==> src/rtl/risc_dmem_arbiter.sv <==
// Data-memory port arbiter: shares one single-port RAM between the pipeline
// MEM stage and an external loader/debug master, with bounded-wait preemption.
module risc_dmem_arbiter #(
  parameter int unsigned AW       = 6,
  parameter int unsigned DW       = 32,
  parameter int unsigned MAX_WAIT = 3
) (
  input  logic          clk,
  input  logic          rst,
  input  logic          p_req,
  input  logic          p_we,
  input  logic [31:0]   p_addr,
  input  logic [DW-1:0] p_wdata,
  output logic [DW-1:0] p_rdata,
  output logic          stall_req,
  input  logic          x_valid,
  output logic          x_ready,
  input  logic          x_we,
  input  logic [AW-1:0] x_addr,
  input  logic [DW-1:0] x_wdata,
  output logic          x_rvalid,
  output logic [DW-1:0] x_rdata,
  output logic          mem_we,
  output logic [AW-1:0] mem_addr,
  output logic [DW-1:0] mem_wd,
  input  logic [DW-1:0] mem_rd
);

  localparam int unsigned CntW = 4;

  if (MAX_WAIT < 1 || MAX_WAIT > 15) begin : gBadMaxWait
    $error("risc_dmem_arbiter: MAX_WAIT must be in 1..15");
  end

  logic [CntW-1:0] waitCnt;
  logic            waitFull;
  logic            extGrant;
  logic            rdAccept;
  logic [AW-1:0]   pWordAddr;
  logic            unusedAddrBits;

  assign pWordAddr      = p_addr[AW+1:2];
  assign unusedAddrBits = ^{p_addr[31:AW+2], p_addr[1:0]};

  // External master wins when the pipeline is idle or it has waited long enough
  assign waitFull  = (waitCnt == CntW'(MAX_WAIT));
  assign extGrant  = x_valid & (~p_req | waitFull);
  assign x_ready   = extGrant;
  assign stall_req = p_req & extGrant;
  assign rdAccept  = extGrant & ~x_we;

  assign mem_addr = extGrant ? x_addr  : pWordAddr;
  assign mem_wd   = extGrant ? x_wdata : p_wdata;
  assign mem_we   = extGrant ? x_we    : (p_req & p_we);
  assign p_rdata  = mem_rd;

  // Refusal counter; clearing on grant makes back-to-back preemption impossible
  always_ff @(posedge clk or posedge rst) begin
    if (rst) begin
      waitCnt <= '0;
    end else if (!x_valid || extGrant) begin
      waitCnt <= '0;
    end else if (!waitFull) begin
      waitCnt <= waitCnt + CntW'(1);
    end
  end

  // One-cycle registered read response for the external master
  always_ff @(posedge clk or posedge rst) begin
    if (rst) begin
      x_rvalid <= 1'b0;
      x_rdata  <= '0;
    end else begin
      x_rvalid <= rdAccept;
      if (rdAccept) begin
        x_rdata <= mem_rd;
      end
    end
  end

endmodule

==> config.mk <==
export PLATFORM = sky130hd
export DESIGN_NAME = risc_dmem_arbiter
export DESIGN_NICKNAME = d
export VERILOG_FILES = /design/src/rtl/risc_dmem_arbiter.sv
export SDC_FILE = /design/constraint.sdc
export NUM_CORES = 1
export LEC_CHECK = 0
export ABC_AREA = 1
export BUFFER_PORTS_ARGS = -buffer_cell sky130_fd_sc_hd__buf_2
export CORE_AREA = 2 2 96 98
export CTS_CLUSTER_SIZE = 25
export DETAILED_ROUTE_END_ITERATION = 8
export DIE_AREA = 0 0 98 100
export PLACE_DENSITY = 0.68
export SYNTH_ARGS = -nofsm -noshare
export SYNTH_HDL_FRONTEND = slang
export SYNTH_SLANG_ARGS = --single-unit
==> constraint.sdc <==
create_clock -name clk -period 2.4 [get_ports clk]
set_input_delay 0.12 -clock clk [delete_from_list [all_inputs] [get_ports clk]]
set_output_delay 0.12 -clock clk [all_outputs]
set_load 0.05 [all_outputs]
Yosys cells after proc, flatten, opt, wreduce, memory -nomap -nowiden
Index checks and enable logic that the tools add are counted.
Widths: inputs -> output; s select.

operators by class
  mux-type cells = 5
  equality and inequality tests = 2
  $add $sub $neg = 1
  reductions and logical operators = 2
  bitwise gates (word level) = 7

operator list
  operator             number
  $mux 32              1
  $mux 4               2
  $mux 6               1
  $add 4x1->4 const B  1
  $and 1x1->1          4
  $eq 4x2->1 const B   1
  $ne 2x1->1 const B   1
  $not 1->1            2
  $logic_not 1->1      1
  $logic_or 1x1->1     1
  $mux 1               1
  $or 1x1->1           1

word-level totals
  bits in registers = 37
  input port bits = 140
  logic and storage cells = 20
  output and inout port bits = 106

Logic depth before layout (Yosys ltp)
  word-level depth = 5
  depth in mapped cells = 8
  depth with buffers taken out = 7

Worst setup path after synthesis
No wires, ideal clock.

  kind = register to output
  start = register waitCnt[0]
  end = output mem_wd[18]
  cell stages (with the launch flop) = 9
  data arrival time = 1.495 ns
  setup slack = 0.785 ns
  buffers on the path = 1
  data required time = 2.280 ns
  cells stage by stage = dfrtp_1 ha_1 nand2_2 nand2_4 nand2_2 inv_2 buf_4 nand2_1 nand2_1

between the ends
  longest elaborated chain between the ends = 4

RTL lines
  element                 line  text
  from (decl)             35    logic [CntW-1:0] waitCnt;
  from (signal assigned)  64    waitCnt <= waitCnt + CntW'(1);
  $eq 4x2->1              46    assign waitFull = (waitCnt == CntW'(MAX_WAIT));
  $or 1x1->1              47    assign extGrant = x_valid & (~p_req | waitFull);
  $and 1x1->1             47
  named net x_ready       17    output logic x_ready,
  $mux 32                 53    assign mem_wd = extGrant ? x_wdata : p_wdata;
  to (decl)               25    output logic [DW-1:0] mem_wd,

The timed path passes the listed nets, and every way through them passes these cells.

Worst setup path in the final report
  start = register waitCnt[0]
  end = output mem_wd[10]

between the ends
  longest elaborated chain between the ends = 4

RTL lines
  element      line
  $eq 4x2->1   46
  $or 1x1->1   47
  $and 1x1->1  47
  $mux 32      53

No other way between the ends.

==> metrics <==
outcome finished, final reports clean; clock slew seen by the registers of the worst setup and hold paths 80 ps; register area share after synthesis about two fifths; CP top delay family buffers and inverters; Pint 0.001168 W; Vias roughly 2700; WP data required between 2000 and 2500 ps; Yosys warning total 0; H-Tree Depth 2; clock period minus worst slack approximately 2200 ps; PwrDens 700.2 nW/um2; most common cell after layout, fill and taps aside buf_2; gp weighted congestion 0.8863; Worst R2R End x_rdata[9]$_DFFE_PP0P_; PortBufs between 200 and 250; clk sinks 37; flop-to-flop setup slack 340 ps; reg2reg start waitCnt[0]$_DFFE_PP0P_; fmax 451.3 MHz; Top Metal Used met4; hold depth 3; Final Max Slew Viols 0; WHS Endpoint x_rdata[8]$_DFFE_PP0P_; DIE AREA 9800 um2; Synth Area in XOR/XNOR 0.7659%; most frequent cells in the layout buf_2 (219), nand2_1 (180), dfrtp_1 (37), nand4_1 (32); sequential share of power 32.9%; relative slew slack 56.39%; antenna viol nets, final 0; # IOs 246; Final period util 92.33%; gr usage total 14.55%; drt first pass iters 4; WL per Instance 12.14 um; combinational power share about half; overflow left after global routing 0; first-pass GRT wire length 11.79 mm; HPWL after DPL 6.031 mm; Syn Area/Cell slightly above 7 um2; hold path startpoint mem_rd[8]; largest family of logic cells by synthesized area simple AND/OR/NAND/NOR gates; vias in the first global route between 2000 and 2500; WL met3 751 um; ranking of synthesized cells by area dfrtp_1 (40%), nand2_1 (30%), buf_4 (12%); initial core utilization between 20% and 30%; fraction of layout cells with a size suffix above 1 46.83%; final hold slack 86.35 ps; top cell type's share of synthesized area 40.48%; #FFs+latches synth 37; CP arrival 2100 ps; met2 WL post-DR 3.521 mm; drt drc 0; CTS tree done; Synth Area in Compound Gates 0%; setup repair bufs after CTS 0; area grow syn2layout 44.26%; final WL 7.466 mm; clock network fraction of design power 18.9%; Max Cap Viol 0; Worst R2R Path Depth 7; post-synthesis simple-gate area fraction 41.47%; clk root buf clkbuf_8; largest net degree at the start of global routing between 40 and 50; CORE AREA slightly below 9000 um2; Std-Cell Rows 35; Switching Fraction 49.43%; Mapped Cells around 320; post-synthesis mux area share 0%; Hold Path Class primary input to flop; top cell type by total area after synthesis dfrtp_1; crit path cell chain ha_1 > nand2_2 > nand2_4 > nand2_2 > buf_4 > nand2_1 > nand2_1 > buf_2; initial drt markers 102; WL met1 3.067 mm; post-layout util 37.11%; Post-Synth Adder-Cell Area 0.5470%; synth unique cells 17; Die Y 100 um; cell area after synthesis 2287 um2; CP Max Fanout 39; slowest stage cell, crit path dfrtp_1; Worst-Margin Slew between 600 and 700 ps; CP Capture Type output port; layout net count roughly 640; via/cell ratio 4.363; Worst Skew 2.004 ps; final hold vios 0; LEAKAGE 2.099 nW; antenna fix cells 0; Setup CP Type flop to output port; Post-Syn Nets 465; Worst path max stage delay 400 ps; Critical Path Start Type flop; antenna violations before repair 0; aggregate negative setup slack 0 ps; RSZ-0062 raised after global routing false; Setup Viol. Count Final 0; maximum VDD drop between 0.3 and 0.4 mV; clk buf depth 2; CTS Buf Count 5; Crit path buffers/inverters 2; clk_lat worst skew about 280 ps; Die Width approximately 98 um; Net Switching 0.001142 W
## worst max-delay path by stage
stage / startpoint / endpoint / slack, ps / cells past startpoint
after global placement: waitCnt[0]$_DFFE_PP0P_ / x_rdata[12]$_DFFE_PP0P_ / 390 / 7
final: waitCnt[0]$_DFFE_PP0P_ / mem_wd[10] / 180 / 8
after detailed placement: waitCnt[0]$_DFFE_PP0P_ / x_rdata[3]$_DFFE_PP0P_ / 330 / 7
after global routing: waitCnt[0]$_DFFE_PP0P_ / mem_addr[5] / 2 / 8
after CTS: waitCnt[0]$_DFFE_PP0P_ / mem_wd[22] / 90 / 8
after floorplan: waitCnt[0]$_DFFE_PP0P_ / mem_wd[18] / 780 / 8
## cell usage after synthesis, drive strengths merged
cell type  number
buf            47
dfrtp          37
ha              1
inv             6
nand4          32
nand2         183
clkbuf          6
nor2            5
xnor2           1
nand3           5
xor2            1
## cell families after synthesis
| group | Yosys count |
|---|---|
| buffers and inverters | 59 |
| and+or+nand+nor | 225 |
| adders and majority gates | 1 |
| xor gates and xnor gates | 2 |
| DFF | 37 |
## per-stage QoR
stage	std cells	instance area, um2	power (W)	setup WS (ps)
floorplan	324	2287	0.001616	784.8
global placement	606	3199	0.001877	387.8
detailed placement	606	3199	0.001889	329.4
CTS	615	3297	0.002328	91.65
global route	615	3299	0.002429	2.094
finish	615	3299	0.002310	184.0
## worst min-delay path, cell delays in order
cell and delay (ps):
buf_2 90, nand4_1 70, nand2_1 60
## state kept, by name (all words and copies together) (netlist names)
| signal | flops |
|---|---|
| waitCnt | 4 |
| x_rvalid | 1 |
| x_rdata | 32 |
## power groups by stage
stage                     registers [W]  logic [W]  clock network (W)
after CTS                      0.000762    0.00112           0.000446
after floorplan                 0.00108   0.000534                  0
after global placement         0.000769    0.00111                  0
final                          0.000761    0.00111           0.000437
after detailed placement       0.000771    0.00112                  0
after global routing           0.000774    0.00118           0.000475
## final cells by class
cell class / instances / area [um2]
well taps: 111 / 138.9
clock buffers: 6 / 72.57
inverters: 6 / 25.02
fillers: 950 / 5590
clock inverters: 2 / 15.01
repair buffers: 225 / 1144
multi-input cells: 228 / 978.4
flip-flops and latches: 37 / 925.9
## routing by layer
metal,global-route usage (%),up-vias
met5,0,-
met4,3.953,0
met3,3.273,12
met2,24.50,152
met1,18.92,1173
li1,-,1346
## timing repair
action,4_1_cts,5_1_grt
hold endpoints to repair,37,0
hold buffers,1,0
resized for setup,0,2
endpoints found under the setup margin,0,39
Power figures use the tool's default switching activity.
